<file path="src/rtl/arb_rr_3.sv">
// Round-robin arbiter for three packet requesters sharing one 3:1 mux and one
// downstream valid/ready stream; grant locks until last beat or stall timeout.
module arb_rr_3 #(
  parameter int DATA_WIDTH = 8,
  parameter int TIMEOUT    = 16
) (
  input  logic                  clk_i,
  input  logic                  s_rst_i,
  input  logic [2:0]            req_valid_i,
  input  logic [2:0]            req_last_i,
  input  logic [DATA_WIDTH-1:0] req_data_0_i,
  input  logic [DATA_WIDTH-1:0] req_data_1_i,
  input  logic [DATA_WIDTH-1:0] req_data_2_i,
  output logic [2:0]            req_ready_o,
  output logic                  m_valid_o,
  output logic                  m_last_o,
  output logic [DATA_WIDTH-1:0] m_data_o,
  input  logic                  m_ready_i,
  output logic [1:0]            select_o,
  output logic [2:0]            grant_o,
  output logic                  busy_o,
  output logic                  timeout_o
);

  localparam int CNT_W = (TIMEOUT > 0) ? $clog2(TIMEOUT + 1) : 1;
  localparam logic [CNT_W-1:0] CNT_MAX = {CNT_W{1'b1}};
  localparam logic [CNT_W-1:0] CNT_HIT = CNT_W'(TIMEOUT - 1);

  typedef enum logic {IDLE, LOCK} state_t;

  state_t           state, state_nxt;
  logic [1:0]       g, g_nxt, ptr, ptr_nxt;
  logic [1:0]       cand1, cand2;
  logic [CNT_W-1:0] cnt, cnt_nxt;
  logic [2:0]       grant, grant_nxt;
  logic             tmo_nxt;
  logic             g_vld, g_lst, tmo_hit;

  function automatic logic [1:0] inc3(input logic [1:0] i);
    return (i == 2'd2) ? 2'd0 : i + 2'd1;
  endfunction

  function automatic logic [2:0] onehot(input logic [1:0] i);
    case (i)
      2'd0:    return 3'b001;
      2'd1:    return 3'b010;
      default: return 3'b100;
    endcase
  endfunction

  function automatic logic pick(input logic [2:0] v, input logic [1:0] i);
    case (i)
      2'd0:    return v[0];
      2'd1:    return v[1];
      default: return v[2];
    endcase
  endfunction

  always_comb begin
    g_vld   = pick(req_valid_i, g);
    g_lst   = pick(req_last_i, g);
    // A stall only counts toward release when the granted source has gone quiet.
    tmo_hit = (TIMEOUT > 0) && !g_vld && (cnt == CNT_HIT);
    cand1   = inc3(ptr);
    cand2   = inc3(cand1);
  end

  always_comb begin
    case (g)
      2'd0:    m_data_o = req_data_0_i;
      2'd1:    m_data_o = req_data_1_i;
      default: m_data_o = req_data_2_i;
    endcase
  end

  always_comb begin
    state_nxt   = state;
    g_nxt       = g;
    ptr_nxt     = ptr;
    cnt_nxt     = cnt;
    grant_nxt   = grant;
    tmo_nxt     = 1'b0;
    m_valid_o   = 1'b0;
    m_last_o    = 1'b0;
    req_ready_o = 3'b000;
    case (state)
      IDLE: begin
        cnt_nxt = '0;
        if (|req_valid_i) begin
          if (pick(req_valid_i, ptr))        g_nxt = ptr;
          else if (pick(req_valid_i, cand1)) g_nxt = cand1;
          else                               g_nxt = cand2;
          state_nxt = LOCK;
          grant_nxt = onehot(g_nxt);
        end
      end
      default: begin
        m_valid_o   = g_vld;
        m_last_o    = g_lst;
        req_ready_o = onehot(g) & {3{m_ready_i}};
        if (g_vld && m_ready_i && g_lst) begin
          state_nxt = IDLE;
          ptr_nxt   = inc3(g);
          cnt_nxt   = '0;
          grant_nxt = 3'b000;
        end else if (tmo_hit) begin
          state_nxt = IDLE;
          ptr_nxt   = inc3(g);
          cnt_nxt   = '0;
          grant_nxt = 3'b000;
          tmo_nxt   = 1'b1;
        end else if (g_vld) begin
          cnt_nxt = '0;
        end else if (cnt != CNT_MAX) begin
          cnt_nxt = cnt + 1'b1;
        end
      end
    endcase
  end

  always_ff @(posedge clk_i) begin
    if (s_rst_i) begin
      state     <= IDLE;
      g         <= 2'd0;
      ptr       <= 2'd0;
      cnt       <= '0;
      grant     <= 3'b000;
      timeout_o <= 1'b0;
    end else begin
      state     <= state_nxt;
      g         <= g_nxt;
      ptr       <= ptr_nxt;
      cnt       <= cnt_nxt;
      grant     <= grant_nxt;
      timeout_o <= tmo_nxt;
    end
  end

  assign select_o = g;
  assign grant_o  = grant;
  assign busy_o   = (state == LOCK);

endmodule

</file>
<file path="config.mk">
export PLATFORM = sky130hd
export DESIGN_NAME = arb_rr_3
export DESIGN_NICKNAME = d
export VERILOG_FILES = /design/src/rtl/arb_rr_3.sv
export SDC_FILE = /design/constraint.sdc
export NUM_CORES = 1
export LEC_CHECK = 0
export BUFFER_PORTS_ARGS = -buffer_cell sky130_fd_sc_hd__clkbuf_2
export CAP_MARGIN = 10
export CORE_MARGIN = 1.5
export CORE_UTILIZATION = 30
export DETAILED_ROUTE_END_ITERATION = 10
export SLEW_MARGIN = 20
export SYNTH_ARGS = -nofsm -noshare
export SYNTH_HDL_FRONTEND = slang
export SYNTH_SLANG_ARGS = --single-unit
</file>
<file path="constraint.sdc">
create_clock -name clk_i -period 2.2 [get_ports clk_i]
set_input_delay 0.22 -clock clk_i [delete_from_list [all_inputs] [get_ports clk_i]]
set_output_delay 0.22 -clock clk_i [all_outputs]
set_load 0.05 [all_outputs]
</file>
==> flow_summary.ini <==
[finish]
n_fill_cell = 313
antenna_cells = 0
drive_gt1_frac = 0.444
final_common_cell = clkbuf_2
ff_latch_area_um2 = 280
mostFrequentLayoutCells = clkbuf_2 (52), dfxtp_1 (14), nand2_1 (13)
nets = 199
area_delta_synth_final_pct = 36.7
multiInputGateArea_um2 = 632

[routing]
dr.first_iter.drc_count = 26
via_count = 992
drc_errors = 0
drt.antenna.violating_nets = 0
wl_per_cell_um = 10.9
finalWirelength_um = 2250
first_pass_iters = 3
via_per_inst = 4.82

[power]
vdd_drop_max_mv = 0.277
power_per_cell_area_mw_per_mm2 = 573
leakagePower_nw = 0.590

[floorplanning]
dieArea_mm2 = 0.00349
pin_count = 53
core_mm2 = 0.00303
die_h_um = 59.1
rows = 20
die_w_um = 59.1
start_util = 0.312

[critical_path]
crit_arrival_ns = 1.63
crit_fanout = 15
cp_cell_sequence = buf_4 -> and3_1 -> clkbuf_2
crit_buf_inv = 2
cpMaxStageDelayCell = dfxtp_1
worstPathRequired_ns = 1.98
path_class = reg2out
start_kind = flip-flop
cp_slowest_stage_delay_ns = 0.63
cpLargestDelayFamily = flip-flops
cp-end-kind = primary output

[clocking]
cts_buffers = 3
clockBufferDepth = 2
path_clk_slew_ns = 0.09
htreeDepth = 1
clk_latency_ns = 0.28
cts_tree = yes
cts_resized = 0
ctsHoldBuffers = 0
root_buffer = clkbuf_4
cts_sinks = 14
cts_setup_buffers = 0

[timing]
setup_slack_ns = 0.347
fmax_mhz = 540
relSlewSlack = 0.677
tns_ns = 0
maxSlewViolCount = 0
finalCritPeriodShare = 0.842
fin_skew_ns = 0.00672
rsz0062_at_grt = false
finalSetupViolCount = 0
hold_violations = 0
period_minus_slack_ns = 1.85
tightest_slew_ns = 0.484

[logic_synthesis]
synthesis.instances = 110
async_flop_share = 0
post_synth.cell_area_avg_um2 = 8.58
syn_nets = 146
syn_area_um2 = 943
ys_ff_latch = 14
yosys_most_used_dff = dfxtp_1
synth-seq-area-share = 0.297
synth-edff-count = 0
synth.distinct_cells = 39
synth_warnings = 0

[grt]
antenna_found_initial = 0
grtUsageTotal = 0.129
overflow = 0
grt_pass1_wl_um = 3460
grt_pass1_vias = 858
grt_max_degree = 16

[placed_design]
pre_cts_slack_ns = 0.481
place_congestion = 0.754
portBuffers = 52
post-dp-hpwl_um = 1790

[hold_path]
min_path_type = in2reg

[status]
status = finished clean

[run]
drv_cap = 0
[metrics by stage]
stage	hold slack [ns]	utilization	total power [mW]	std cells	cell area (um^2)
3_5_place_dp	0.495	0.414	0.563	202	1250
4_1_cts	0.255	0.426	0.748	206	1290
2_1_floorplan	0.394	-	0.487	110	953
3_3_place_gp	0.497	0.414	0.560	202	1250
6_report	0.258	0.426	0.739	206	1290
5_1_grt	0.285	0.426	0.774	206	1290
[report_power, final]
| group | leakage (nW) | switching (mW) | total [mW] | internal (mW) |
|---|---|---|---|---|
| Combinational | 0.455 | 0.186 | 0.274 | 0.0880 |
| Clock | 0.0210 | 0.0835 | 0.184 | 0.101 |
| Sequential | 0.114 | 0.0173 | 0.281 | 0.264 |
[flip-flops by register name (all words and copies together), names as in the netlist]
signal and cells:
ptr 2, grant_o 3, select_o 2, timeout_o 1, busy_o 1, cnt 5
[path summary, 6_finish.rpt]
check                   start             end  slack [ns]  cells past startpoint
setup / recovery  select_o[1]  req_ready_o[2]        0.35                      3
hold / removal        s_rst_i     select_o[0]        0.26                      2
setup reg to reg       cnt[0]          cnt[2]        0.47                      5
hold reg to reg        cnt[3]          cnt[3]        0.52                      2
[worst register-to-register path: cells and delay by family (launching register included)]
family,cells,cell delay (ns)
fa+ha+maj,2,0.41
flops,1,0.34
simple gates,3,0.91
[synthesized netlist by cell type (3+ instances only)]
| cell type | instances | area share |
|---|---|---|
| a21oi_1 | 3 | 0.016 |
| buf_2 | 3 | 0.016 |
| dfxtp_1 | 14 | 0.30 |
| ha_1 | 3 | 0.040 |
| mux2i_1 | 11 | 0.12 |
| nand2_1 | 13 | 0.052 |
| nor2_1 | 8 | 0.032 |
| nor2b_1 | 3 | 0.020 |
| nor3_1 | 4 | 0.021 |
| o21ai_0 | 10 | 0.053 |
| or3b_2 | 3 | 0.028 |
[cells by family (layout without fill, tap and decap cells)]
| family | count (synthesis) | count (layout) | share of synthesized area |
|---|---|---|---|
| compound gates | 21 | 21 | 0.147 |
| xor+xnor | 3 | 3 | 0.0279 |
| fa+ha+maj | 3 | 3 | 0.0398 |
| buf+inv | 8 | 60 | 0.0438 |
| flops | 14 | 14 | 0.297 |
| mux | 14 | 14 | 0.163 |
| simple gates | 47 | 47 | 0.281 |
[per-layer routing]
metal,wire [um],global-route usage,vias to the layer above
met5,0,0,-
li1,-,-,502
met1,977,0.138,442
met3,214,0.0262,4
met4,29,0.0584,0
met2,1030,0.241,44
[final cells by class]
cell class,instances,share of cell area
Sequential cell,14,0.217
Inverter,1,0.00291
Timing Repair Buffer,55,0.219
Multi-Input combinational cell,88,0.490
Clock buffer,4,0.0281
Tap cell,44,0.0427
Note: power is estimated with default switching activity, not from simulation.
